`config.mk`:
```
export PLATFORM = sky130hd
export DESIGN_NAME = serial_pattern_detector_flat
export DESIGN_NICKNAME = d
export VERILOG_FILES = /design/src/rtl/serial_pattern_detector_if.sv /design/src/rtl/serial_pattern_detector.sv /design/src/flat_wrapper.sv
export SDC_FILE = /design/constraint.sdc
export NUM_CORES = 1
export LEC_CHECK = 0
export BUFFER_PORTS_ARGS = -buffer_cell sky130_fd_sc_hd__buf_2
export CORE_MARGIN = 10
export CORE_UTILIZATION = 35
export CTS_BUF_LIST = sky130_fd_sc_hd__clkbuf_2 sky130_fd_sc_hd__clkbuf_4 sky130_fd_sc_hd__clkbuf_8
export DETAILED_ROUTE_END_ITERATION = 8
export SLEW_MARGIN = 10
export SYNTH_ARGS = -nofsm -noshare
export SYNTH_HDL_FRONTEND = slang
export SYNTH_SLANG_ARGS = --single-unit
```
`constraint.sdc`:
```
create_clock -name CLK -period 2.7 [get_ports CLK]
set_clock_uncertainty 0.15 [all_clocks]
set_input_delay 0.135 -clock CLK [delete_from_list [all_inputs] [get_ports CLK]]
set_output_delay 0.135 -clock CLK [all_outputs]
set_load 0.01 [all_outputs]
```
`src/rtl/serial_pattern_detector_if.sv`:
```
// Bundle of the pattern detector's control, serial data and status signals.
// Master: load, pattern_in, overlap_in, in_valid, x_in. Slave: OUT, match_cnt.
interface serial_pattern_detector_if #(
    parameter int PAT_W = 4,
    parameter int CNT_W = 8
);
    logic             load;
    logic [PAT_W-1:0] pattern_in;
    logic             overlap_in;
    logic             in_valid;
    logic             x_in;
    logic [1:0]       OUT;
    logic [CNT_W-1:0] match_cnt;

    modport master (
        output load, pattern_in, overlap_in, in_valid, x_in,
        input  OUT, match_cnt
    );

    modport slave (
        input  load, pattern_in, overlap_in, in_valid, x_in,
        output OUT, match_cnt
    );
endinterface

```
`src/rtl/serial_pattern_detector.sv`:
```
// Serial detector for a loadable PAT_W-bit pattern with a saturating counter.
// Ports: CLK, reset (sync, active-high), bus (slave): load/pattern/overlap in, bit stream in, OUT/match_cnt out.
module serial_pattern_detector #(
    parameter int PAT_W = 4,
    parameter int CNT_W = 8
) (
    input  logic                      CLK,
    input  logic                      reset,
    serial_pattern_detector_if.slave  bus
);
    localparam int FW = $clog2(PAT_W + 1);
    localparam logic [FW-1:0] FULL = FW'(PAT_W);

    localparam logic [1:0] ST_IDLE = 2'b00;
    localparam logic [1:0] ST_BIT  = 2'b01;
    localparam logic [1:0] ST_HIT  = 2'b10;
    localparam logic [1:0] ST_OVF  = 2'b11;

    logic [PAT_W-1:0] hist_q, hist_d, hist_n;
    logic [PAT_W-1:0] pat_q, pat_d;
    logic [FW-1:0]    fill_q, fill_d, fill_n;
    logic             ovl_q, ovl_d;
    logic [1:0]       out_q, out_d;
    logic [CNT_W-1:0] cnt_q, cnt_d;
    logic             hit;

    // fill counts accepted bits since the window was cleared; it gates the
    // compare so zero-filled history never counts as pattern bits.
    assign hist_n = {hist_q[PAT_W-2:0], bus.x_in};
    assign fill_n = (fill_q == FULL) ? FULL : fill_q + FW'(1);
    assign hit    = (fill_n == FULL) && (hist_n == pat_q);

    always_comb begin
        hist_d = hist_q;
        fill_d = fill_q;
        pat_d  = pat_q;
        ovl_d  = ovl_q;
        cnt_d  = cnt_q;
        out_d  = ST_IDLE;
        if (bus.load) begin
            pat_d  = bus.pattern_in;
            ovl_d  = bus.overlap_in;
            hist_d = '0;
            fill_d = '0;
            cnt_d  = '0;
        end else if (bus.in_valid) begin
            hist_d = hist_n;
            if (hit) begin
                // Non-overlapping mode restarts the window after a match.
                fill_d = ovl_q ? FULL : '0;
                if (cnt_q != '1) begin
                    cnt_d = cnt_q + CNT_W'(1);
                    out_d = ST_HIT;
                end else begin
                    out_d = ST_OVF;
                end
            end else begin
                fill_d = fill_n;
                out_d  = ST_BIT;
            end
        end
    end

    always_ff @(posedge CLK) begin
        if (reset) begin
            hist_q <= '0;
            fill_q <= '0;
            pat_q  <= '0;
            ovl_q  <= 1'b0;
            cnt_q  <= '0;
            out_q  <= ST_IDLE;
        end else begin
            hist_q <= hist_d;
            fill_q <= fill_d;
            pat_q  <= pat_d;
            ovl_q  <= ovl_d;
            cnt_q  <= cnt_d;
            out_q  <= out_d;
        end
    end

    assign bus.OUT       = out_q;
    assign bus.match_cnt = cnt_q;
endmodule
```
`src/flat_wrapper.sv`:
```
// flat-port wrapper written by rule: the top's interface ports become plain ports
module serial_pattern_detector_flat 
#(
    parameter int PAT_W = 4,
    parameter int CNT_W = 8
)
  (CLK, reset, bus_load, bus_pattern_in, bus_overlap_in, bus_in_valid, bus_x_in, bus_OUT, bus_match_cnt);
  serial_pattern_detector_if #(.PAT_W(PAT_W), .CNT_W(CNT_W)) bus_i ();
  input  logic CLK;
  input  logic reset;
  input wire logic [$bits(bus_i.load)-1:0] bus_load;
  input wire logic [$bits(bus_i.pattern_in)-1:0] bus_pattern_in;
  input wire logic [$bits(bus_i.overlap_in)-1:0] bus_overlap_in;
  input wire logic [$bits(bus_i.in_valid)-1:0] bus_in_valid;
  input wire logic [$bits(bus_i.x_in)-1:0] bus_x_in;
  output wire logic [$bits(bus_i.OUT)-1:0] bus_OUT;
  output wire logic [$bits(bus_i.match_cnt)-1:0] bus_match_cnt;
  assign bus_i.load = bus_load;
  assign bus_i.pattern_in = bus_pattern_in;
  assign bus_i.overlap_in = bus_overlap_in;
  assign bus_i.in_valid = bus_in_valid;
  assign bus_i.x_in = bus_x_in;
  assign bus_OUT = bus_i.OUT;
  assign bus_match_cnt = bus_i.match_cnt;
  serial_pattern_detector #(.PAT_W(PAT_W), .CNT_W(CNT_W)) u_core (.CLK(CLK), .reset(reset), .bus(bus_i));
endmodule
```
## Word-level counts from Yosys, hierarchy flattened

Index checks and enable logic that the tools add are counted.

| storage, ports and cells | value |
|---|---|
| register bits after elaboration | 21 |
| bits of input ports | 10 |
| output and inout bits | 10 |
| logic and storage cells | 25 |

| cells by class | value |
|---|---|
| add/subtract/negate cells | 2 |
| equality and inequality tests | 4 |
| mux-type cells | 5 |
| bitwise operators | 2 |
| reductions and logical operators | 5 |

Operators with widths:

| cell | number |
|---|---|
| $mux W3 | 3 |
| $add A8 B1 Y8 const B | 1 |
| $ne A8 B8 Y1 const B | 1 |
| $eq A3 B3 Y1 const B | 2 |
| $eq A4 B4 Y1 | 1 |
| $reduce_or A4 Y1 | 1 |
| $add A3 B1 Y3 const B | 1 |
| $reduce_and A3 Y1 | 1 |
| $reduce_or A3 Y1 | 1 |
| $mux W1 | 2 |
| $not A1 Y1 | 2 |
| $reduce_or A2 Y1 | 1 |
| $logic_and A1 B1 Y1 | 1 |

## Logic depth before layout (Yosys ltp)

Gate-level depths: netlist of run 1.

| depth | value |
|---|---|
| depth in word-level cells | 6 |
| mapped depth | 8 |

## Least setup slack after synthesis of run 1

Ideal clock, no wire load.

| path | value |
|---|---|
| path type | register -> register |
| start | reg u_core.fill_q[0] |
| end | reg u_core.cnt_q[6] (netlist: u_core.bus.match_cnt[6]) |
| library setup time | 0.132 ns |
| arrival | 1.518 ns |
| required time | 2.418 ns |
| slack | 0.900 ns |
| cell stages (with the launch flop) | 8 |
| period minus slack after synthesis | 1.800 ns |
| cell sequence | dfxtp_1 > inv_1 > ha_1 > a21oi_2 > nand3_1 > buf_2 > o41ai_1 > a21oi_1 |

| on the way | value |
|---|---|
| word-level cells in the longest chain between the ends | 5 |
| elaborated cells between the ends (all ways) | 6 |
| those cells by class | add/sub: 1; eq/ne: 2; mux: 1; reduce/logical: 2 |

Ends and longest elaborated chain:

| what | RTL line | RTL |
|---|---|---|
| start: declaration | serial_pattern_detector.sv:21 | `logic [FW-1:0] fill_q, fill_d, fill_n;` |
| start signal: assignment | serial_pattern_detector.sv:74 | `fill_q <= fill_d;` |
| $add A3 B1 Y3 / $eq A3 B3 Y1 (equally long branches) | serial_pattern_detector.sv:30 | `assign fill_n = (fill_q == FULL) ? FULL : fill_q + FW'(1);` |
| $mux W3 * | serial_pattern_detector.sv:30 |  |
| $eq A3 B3 Y1 * | serial_pattern_detector.sv:31 | `assign hit = (fill_n == FULL) && (hist_n == pat_q);` |
| $logic_and A1 B1 Y1 * | serial_pattern_detector.sv:31 |  |
| $reduce_and A3 Y1 (no source line) * | - |  |
| end signal: assignment | serial_pattern_detector.sv:77 | `cnt_q <= cnt_d;` |
| end: declaration | serial_pattern_detector.sv:24 | `logic [CNT_W-1:0] cnt_q, cnt_d;` |

Every way passes the cells marked *; elsewhere a longest branch is shown, timed or not.
A chain may end at the register's enable or synchronous reset.

## Worst setup path in the final report of run 1

| path | value |
|---|---|
| start | reg u_core.fill_q[0] |
| end | reg u_core.cnt_q[4] (netlist: u_core.bus.match_cnt[4]) |

The elaborated chain is that of the path after synthesis.

==> run summary, run 1 <==
During placement, the flow inserted port buffers numbering 19. The routed design could run at a clock period as short as 2.18 ns. Setup repair after global routing left no endpoint under its margin. After synthesis, the largest family of logic cells by area is simple AND/OR/NAND/NOR gates. Among all stages on the critical path, the largest delay is contributed by sky130_fd_sc_hd__or4_1. The tools report the number of failing hold endpoints at the final stage as 0.

Cells with a size suffix above 1 make up 20.3% of the layout. Counting instances, the worst hold path has a depth of 3. The delay of the slowest cell on the worst path was 0.59 ns; the global placement routability congestion was 0.853. In this run the clock root is driven by a sky130_fd_sc_hd__clkbuf_4. In this run the worst path has a maximum fanout of 12. Synthesized flop and latch total: 21.

Of the synthesized area, sequential elements account for 42.3%. Across the run, the number of max-cap violations was 0. After the last flow step, the layout net total stands at 157. The first detailed-routing pass ran for 4 iterations. The worst register-to-register path begins at u_core.fill_q[0].

The number of antenna violations at the first check in global routing came out at 0. The floorplan step defined a die boundary enclosing 5370 um2. The worst hold path startpoint is bus_in_valid. The share of synthesized registers carrying an async set or reset works out to 0%.

Setup total negative slack on the finished layout was measured at 0 ns. The worst reg2reg path depth works out to 6. Timing would allow up to 460 MHz. The run gives 0 as the final-report max-slew violation count.

The run finished with clean final reports. The total placed cells including tap cells was 159. After detailed routing, the total wire length is 2280 um. The tools report the total CTS buffers as 3. Power spread over the standard cell area amounts to 436 nW/um2.

The critical path is of the flip-flop to flip-flop type. The buffers plus inverters on the worst setup path is 1, and the clock sink count is 21. The height of the die was 73.3 um.

The horizontal die dimension was 73.3 um. The first routing iteration left 14 violations. The most frequently used cell type in the post-synthesis netlist was sky130_fd_sc_hd__dfxtp_1. 20 I/O pins were placed. Using the TritonRoute via totals, the vias-per-cell ratio works out to 5.33.

The first global-routing pass estimated 3910 um of wire. After detailed placement, the total cell area comes to 1110 um2. Critical path's top delay family: simple AND/OR/NAND/NOR gates. Most frequently used flop master after synthesis: sky130_fd_sc_hd__dfxtp_1. When the netlist entered floorplanning its net count stood at 127. IR analysis of the VDD net gives a maximum drop of 0.315 mV. The clock slew seen by the registers of the worst setup and hold paths is 0.12 ns, and the routed length per instance is 13.1 um.

In the synthesized netlist, mux cells make up 8.05% of the area. Post-synthesis compound-gate area fraction: 15.8%. For the leakage power figure, the log shows 0.562 nW.

The final critical path takes up 80.6% of the cycle. The mean instance size in the synthesized netlist works out to 8.73 um2. TritonCTS built the clock tree.

The run gives 0 as the post-CTS setup repair buffer count. Entering global routing, the biggest net connects 14 pins. For this configuration, the core starts out at a cell density of 36.4%. Count of mapped cells out of synthesis: 114. The final standard cell area without fillers was 1250 um2; the number of standard cells in the layout, taps in and fillers out was 174. The logs give 2 for the buffer depth of the longest clock path and 928 for the routed via count. After Yosys synthesis, and, or, nand and nor cells account for 22.4% of the synthesized area. The critical path goes through inv_1, ha_1, a21oi_2, nand3_1, or4_1, a21oi_1. The later-pin clock latency in the skew report is 0.30 ns. For this run, design rule violations remaining after detail routing come to 0. The count of endpoints failing setup in the final report is 0, and the netlist area before placement is 995 um2. The number of fill cells is 271. In this run the core area contains 19 standard-cell rows. Sorting the synthesized cells by how often they occur yields sky130_fd_sc_hd__dfxtp_1 (21), sky130_fd_sc_hd__nor2_1 (19), sky130_fd_sc_hd__a21oi_1 (9).

After Yosys synthesis, XOR and XNOR cells account for 4.40% of the synthesized area. For the H-tree depth, the log shows 1. At the pin with the least slew margin, the transition time is 0.461 ns. The tightest min-delay check is of the input port to flip-flop type. The critical path runs through a total of 6 cells. After floorplanning, the core was sized to cover 2730 um2.

Overall power consumption after layout is estimated at 0.544 mW. Of all cell types, the one taking the most synthesized area is sky130_fd_sc_hd__dfxtp_1. The launching element type of the critical path is a flip-flop. After synthesis, the cell types taking the most area are sky130_fd_sc_hd__dfxtp_1 (42%), sky130_fd_sc_hd__mux2i_1 (8.1%), sky130_fd_sc_hd__nor2_1 (7.2%), sky130_fd_sc_hd__a21oi_1 (4.5%), sky130_fd_sc_hd__nand3_1 (4.0%). Registers take 420 um2. Summed over its instances, the top area cell type makes up 42.3% of the synthesized netlist area. The endpoint of the worst-slack reg-to-reg timing path is u_core.bus.match_cnt[4].

Compared with the post-synthesis result, the final layout area differs by 25.4%. The critical path data arrival time is 2.26 ns, and the total routing usage reported by global routing is 8.81%. The logs give 31 for the number of library cell types mapped by synthesis and 1640 um for the HPWL after detailed placement. The tools report the hold-critical path endpoint as u_core.bus.OUT[1]. The worst pin sits at a relative slew slack of 69.1%. During synthesis, Yosys emitted a total of 0 warnings. For the global-route congestion overflow total, the log shows 0.

The worst path required time is 2.79 ns, and the antenna diode instance count is 0. The via count of the first global-routing pass was 875; the area of combinational cells with multiple inputs was 542 um2. STA classifies the critical path endpoint as a flip-flop. In this run, synthesis inferred 0 flip-flops with an integrated enable. After Yosys synthesis, full adders, half adders and majority gates account for 3.77% of the synthesized area. The count of nets left with antenna violations once routing finished came out at 0. For the minimum setup slack among reg-to-reg paths, the log shows 0.52 ns.
==> registers in the layout (all words and copies together) (netlist names) <==
name                  cells
u_core.hist_q             3
u_core.pat_q              4
u_core.fill_q             3
u_core.bus.match_cnt      8
u_core.ovl_q              1
u_core.bus.OUT            2
==> worst max-delay path by stage <==
stage | start | endpoint | slack [ns]
3_5_place_dp | u_core.fill_q[0] | u_core.bus.match_cnt[4] | 0.59
2_1_floorplan | u_core.fill_q[0] | u_core.bus.match_cnt[6] | 0.90
4_1_cts | u_core.fill_q[0] | u_core.bus.match_cnt[4] | 0.56
6_report | u_core.fill_q[0] | u_core.bus.match_cnt[4] | 0.52
5_1_grt | u_core.fill_q[0] | u_core.bus.match_cnt[4] | 0.35
3_3_place_gp | u_core.fill_q[0] | u_core.bus.match_cnt[4] | 0.63
==> report_power, final <==
part	switching (mW)	leakage (nW)	internal (mW)	total (mW)
clock network	0.0962	0.0184	0.0676	0.164
logic	0.0290	0.373	0.0301	0.0591
registers	0.00434	0.171	0.316	0.321
==> layer usage <==
metal | wire (um) | up-vias | track usage (%)
li1 | - | 468 | -
met1 | 1040 | 442 | 11.0
met2 | 1090 | 16 | 13.9
met3 | 129 | 2 | 2.29
met4 | 17 | 0 | 3.73
met5 | 0 | - | 0
==> placed cells by master, fill, tap and decap left out, types with 2 or more instances in the layout <==
cell                            instances
sky130_fd_sc_hd__dfxtp_1               21
sky130_fd_sc_hd__nor2_1                19
sky130_fd_sc_hd__buf_2                 19
sky130_fd_sc_hd__dlygate4sd3_1         11
sky130_fd_sc_hd__a21oi_1                9
sky130_fd_sc_hd__nand3_1                8
sky130_fd_sc_hd__mux2i_1                8
sky130_fd_sc_hd__nand2_1                6
sky130_fd_sc_hd__xor2_1                 4
sky130_fd_sc_hd__clkbuf_4               4
sky130_fd_sc_hd__inv_1                  3
sky130_fd_sc_hd__o21ai_0                3
sky130_fd_sc_hd__or3_1                  3
sky130_fd_sc_hd__ha_1                   3
sky130_fd_sc_hd__and3_1                 2
sky130_fd_sc_hd__a31oi_1                2
sky130_fd_sc_hd__a41o_1                 2
sky130_fd_sc_hd__o41ai_1                2
==> worst min-delay path: stages <==
cell	delay (ns)
sky130_fd_sc_hd__buf_2	0.18
sky130_fd_sc_hd__nand2_1	0.11
sky130_fd_sc_hd__nor2_1	0.04
==> final cells by class <==
cell class                 instances  area share (%)
clock buffer                       4            2.41
inverter                           3           0.903
multi-input combinational         85            43.4
sequential                        21            33.7
tap                               31            3.11
timing repair buffer              30            16.4
==> what timing repair did <==
action | CTS | global route
hold endpoints to repair | 6 | 0
hold buffers | 11 | 0
gates resized for setup | 0 | 0
==> kinds of logic (layout without fill, tap and decap cells) <==
group,Yosys count,after routing
buffers and inverters,8,37
adders and majority gates,3,3
AOI/OAI and AO/OA,24,24
muxes,8,8
xor gates and xnor gates,5,5
DFF,21,21
and+or+nand+nor,45,45
==> through the flow <==
| stage | hold slack [ns] | worst slack (ns) | utilization [%] |
|---|---|---|---|
| finish | 0.0399 | 0.524 | 45.6 |
| floorplan | 0.0574 | 0.900 | - |
| global placement | 0.221 | 0.626 | 40.5 |
| CTS | 0.0278 | 0.560 | 45.6 |
| detailed placement | 0.230 | 0.589 | 40.5 |
| global route | 0.0439 | 0.349 | 45.6 |
No activity file was read; power rests on OpenSTA's default activity.
==> inputs of run 2 (changes only) <==
--- a/config.mk
+++ b/config.mk
@@ -5,6 +5,7 @@
 export SDC_FILE = /design/constraint.sdc
 export NUM_CORES = 1
 export LEC_CHECK = 0
+export ABC_AREA = 1
 export BUFFER_PORTS_ARGS = -buffer_cell sky130_fd_sc_hd__buf_2
 export CORE_MARGIN = 10
 export CORE_UTILIZATION = 35
==> constraint.sdc (replaced) <==
create_clock -name CLK -period 2.16 [get_ports CLK]
set_clock_uncertainty 0.15 [all_clocks]
set_input_delay 0.108 -clock CLK [delete_from_list [all_inputs] [get_ports CLK]]
set_output_delay 0.108 -clock CLK [all_outputs]
set_load 0.01 [all_outputs]
==> run summary, run 2 <==
The run finished with clean final reports. The logs give 0 (unchanged) for the number of failing hold endpoints at the final stage and 23 (-26%) for the number of library cell types mapped by synthesis. Sorting the synthesized cells by how often they occur yields sky130_fd_sc_hd__nand2_1 (41), sky130_fd_sc_hd__inv_1 (24), sky130_fd_sc_hd__dfxtp_1 (21). The leakage power figure was 0.619 nW (+10%); the total CTS buffers was 3 (unchanged). The post-detailed-route via-to-cell ratio works out to 4.58 (-14%). The core outline area is 3080 um2 (+13%), and the HPWL after detailed placement is 1840 um (+12%). Max-capacitance violation count: 0 (unchanged).

The logs give 1 (unchanged) for the H-tree depth and 160 (+40%) for the count of mapped cells out of synthesis. The post-CTS setup repair buffer count is 0 (unchanged). Clock tree synthesis selected as its root buffer the cell sky130_fd_sc_hd__clkbuf_4. STA classifies the critical path endpoint as a flip-flop.

The run gives 1,077 (+16%) as the routed via count. The tools report the number of primary I/O pins as 20 (unchanged). The number of fill cells is 321 (+18%).

For the later-pin clock latency in the skew report, the log shows 0.30 ns (about the same). The run gives 1130 um2 (+13%) as the netlist area before placement. The area enclosed by the die boundary came out at 5900 um2 (+9.7%). The routed length per instance works out to 10.5 um (-20%). From synthesis to final layout, the design area changed by 23.4%.

Initial core utilization: 36.7% (+0.28 points). The most common cell in the synthesized netlist is sky130_fd_sc_hd__nand2_1. The overall routed net length was 2460 um (+8.0%). Buffer depth of the longest clock path: 2 (unchanged). The post-synthesis cell type with the largest combined area is sky130_fd_sc_hd__dfxtp_1. The clock slew seen by the registers of the worst setup and hold paths works out to 0.12 ns (about the same).

The first-pass GRT wire length is 4210 um (+7.8%). The worst voltage drop across the vdd grid is 0.286 mV (-9.2%), and the critical path data arrival time is 2.04 ns (-0.22 ns). The global-route congestion overflow total was 0 (unchanged); the number of antenna-violating nets in the routed design was 0 (unchanged). The area of combinational cells with multiple inputs is 603 um2 (+11%), and the power per standard cell area is 492 nW/um2 (+13%).

The path category of the worst min-delay check is input port to flip-flop. The antenna diode instance count came out at 0 (unchanged). The sequential area share after synthesis is 37.3% (-5.0 points), and the worst relative slew slack is 68.1% (-0.96 points).

The height of the die was 76.8 um (+4.7%); the global placement routability congestion was 0.840 (-1.6%). In the synthesized netlist the dominant register cell turns out to be sky130_fd_sc_hd__dfxtp_1. Synthesized flop and latch total: 21 (unchanged). The cell row count was 20 (+1). The horizontal die dimension was 76.8 um (+4.7%).

The run gives 66 (+52) as the number of DRC markers in iteration 0. The slew of the pin with the lowest slew margin was 0.476 ns (+0.0157 ns); the proportion of netlist area held by the largest area contributor was 37.3% (-5.0 points). The total area of sequential cells is 420 um2 (unchanged), and the largest driver fanout on the critical path is 8 (-4). Leaving out fill and tap cells, the most frequent cells in the layout are sky130_fd_sc_hd__nand2_1 (41), sky130_fd_sc_hd__inv_1 (24), sky130_fd_sc_hd__dfxtp_1 (21). By area the synthesized netlist is led by sky130_fd_sc_hd__dfxtp_1 (37%), sky130_fd_sc_hd__nand2_1 (14%), sky130_fd_sc_hd__inv_1 (8.0%), sky130_fd_sc_hd__nand3_1 (6.2%), sky130_fd_sc_hd__a21oi_1 (5.8%). The number of standard cells in the layout, taps in and fillers out was 235 (+35%); the number of gates resized after CTS was 0 (unchanged). The library cell used most frequently in the layout, excluding fill and tap cells, is sky130_fd_sc_hd__nand2_1. The clock period minus final worst setup slack was 1.94 ns. The critical path class was input port to flip-flop. The run gives 0 (unchanged) as the DRC violations left. Setup repair after global routing left no endpoint under its margin.

The share of synthesized registers carrying an async set or reset was 0% (unchanged); the clock sink count was 21 (unchanged). STA classifies the critical path startpoint as an input port. The final worst-path cycle share is 89.9%.

Mean instance size in the synthesized netlist: 7.05 um2 (-19%). Final-report max-slew violation count: 0 (unchanged). The run gives 205 (+31%) as the count of nets after finishing.

Maximum operating frequency: 515 MHz. The number of antenna violations at the first check in global routing came out at 0 (unchanged). The flip-flop count of the largest register, all copies and words added works out to 8 (unchanged). The number of search-and-repair iterations in the first detailed-routing pass is 4 (unchanged), and the fraction of layout cells with a size suffix above 1 is 19.4% (-0.91 points). The count of flip-flops with a built-in enable after synthesis was 0 (unchanged); the setup TNS was 0 ns (unchanged).

The largest net degree at the start of global routing is 15 (+1). The via count of the first global-routing pass was 1,023 (+17%). The number of hold buffers added after CTS was 9 (-2); the worst path required time was 2.26 ns (-0.53 ns). The run gives 173 (+36%) as the post-synth net total. The tools report the number of synthesis warnings as 0 (unchanged). The run gives 0 (unchanged) as the count of endpoints failing setup in the final report. The logs give 8.25% (-0.56 points) for the total routing usage reported by global routing and 222 (+40%) for the total placed cells including tap cells. The port buffer count came out at 19 (unchanged). TritonCTS built the clock tree.
## run 2: changes by cell type in the layout (fill, tap and decap cells not counted), moves of 3 or more
cell,delta
sky130_fd_sc_hd__a21oi_1,+4
sky130_fd_sc_hd__nand3_1,+6
sky130_fd_sc_hd__inv_1,+21
sky130_fd_sc_hd__a211oi_1,+5
sky130_fd_sc_hd__mux2i_1,-8
sky130_fd_sc_hd__nand2_1,+35
sky130_fd_sc_hd__nor2_2,+3
sky130_fd_sc_hd__nor2_1,-11
sky130_fd_sc_hd__nand2_2,+4
sky130_fd_sc_hd__or3_1,-3
sky130_fd_sc_hd__o21ai_0,+3
sky130_fd_sc_hd__nor2_4,+3
## run 2: final timing paths
check	startpoint	to	slack, ns	cells after the start
max reg2reg	u_core.fill_q[0]	u_core.bus.match_cnt[0]	0.44	7
max	reset	u_core.hist_q[0]	0.22	6
min	bus_load	u_core.fill_q[1]	0.02	4
min reg2reg	u_core.pat_q[0]	u_core.pat_q[0]	0.34	2
## run 2: routing by layer
layer | global-route usage [%] | vias to the layer above | part of all wire [%]
li1 | - | 579 | -
met1 | 8.99 | 475 | 45
met2 | 14.6 | 19 | 48
met3 | 2.56 | 4 | 5.6
met4 | 2.97 | 0 | 0.65
met5 | 0 | - | 0
## run 2: logic make-up after synthesis
family | Yosys count | synth area share, %
compound gates | 26 | 13.9
xor+xnor | 4 | 3.10
simple gates | 78 | 33.1
fa+ha+maj | 3 | 3.33
flops | 21 | 37.3
buf+inv | 28 | 9.31
## run 2: power breakdown
group	leakage, nW	switching [mW]	internal [mW]
registers	0.171	0.00668	0.398
logic	0.430	0.0520	0.0402
clock network	0.0177	0.118	0.0689
## run 2: through the flow
stage | hold WS, ns | utilization, % | instance area, um2 | worst slack (ns) | total power [mW]
3_3_place_gp | 0.210 | 41.4 | 1270 | 0.513 | 0.492
4_1_cts | 0.0167 | 45.2 | 1390 | 0.237 | 0.697
6_report | 0.0188 | 45.2 | 1390 | 0.217 | 0.685
2_1_floorplan | 0.0365 | - | 1130 | 0.635 | 0.471
3_5_place_dp | 0.221 | 41.4 | 1270 | 0.467 | 0.493
5_1_grt | 0.0103 | 45.2 | 1390 | 0.133 | 0.729
## run 2: worst max-delay path, stage by stage
cell and delay, ns:
sky130_fd_sc_hd__dlygate4sd3_1 0.53, sky130_fd_sc_hd__buf_2 0.16, sky130_fd_sc_hd__nor2_1 0.38, sky130_fd_sc_hd__o21ai_0 0.17
sky130_fd_sc_hd__a21oi_1 0.14, sky130_fd_sc_hd__dlygate4sd3_1 0.56
## run 2: final cells by class
type | count | share of cell area, %
timing repair buffer | 28 | 13.3
inverter | 27 | 7.28
clock buffer | 3 | 1.62
clock inverter | 1 | 0.359
tap | 44 | 3.95
multi-input combinational | 111 | 43.3
sequential | 21 | 30.2
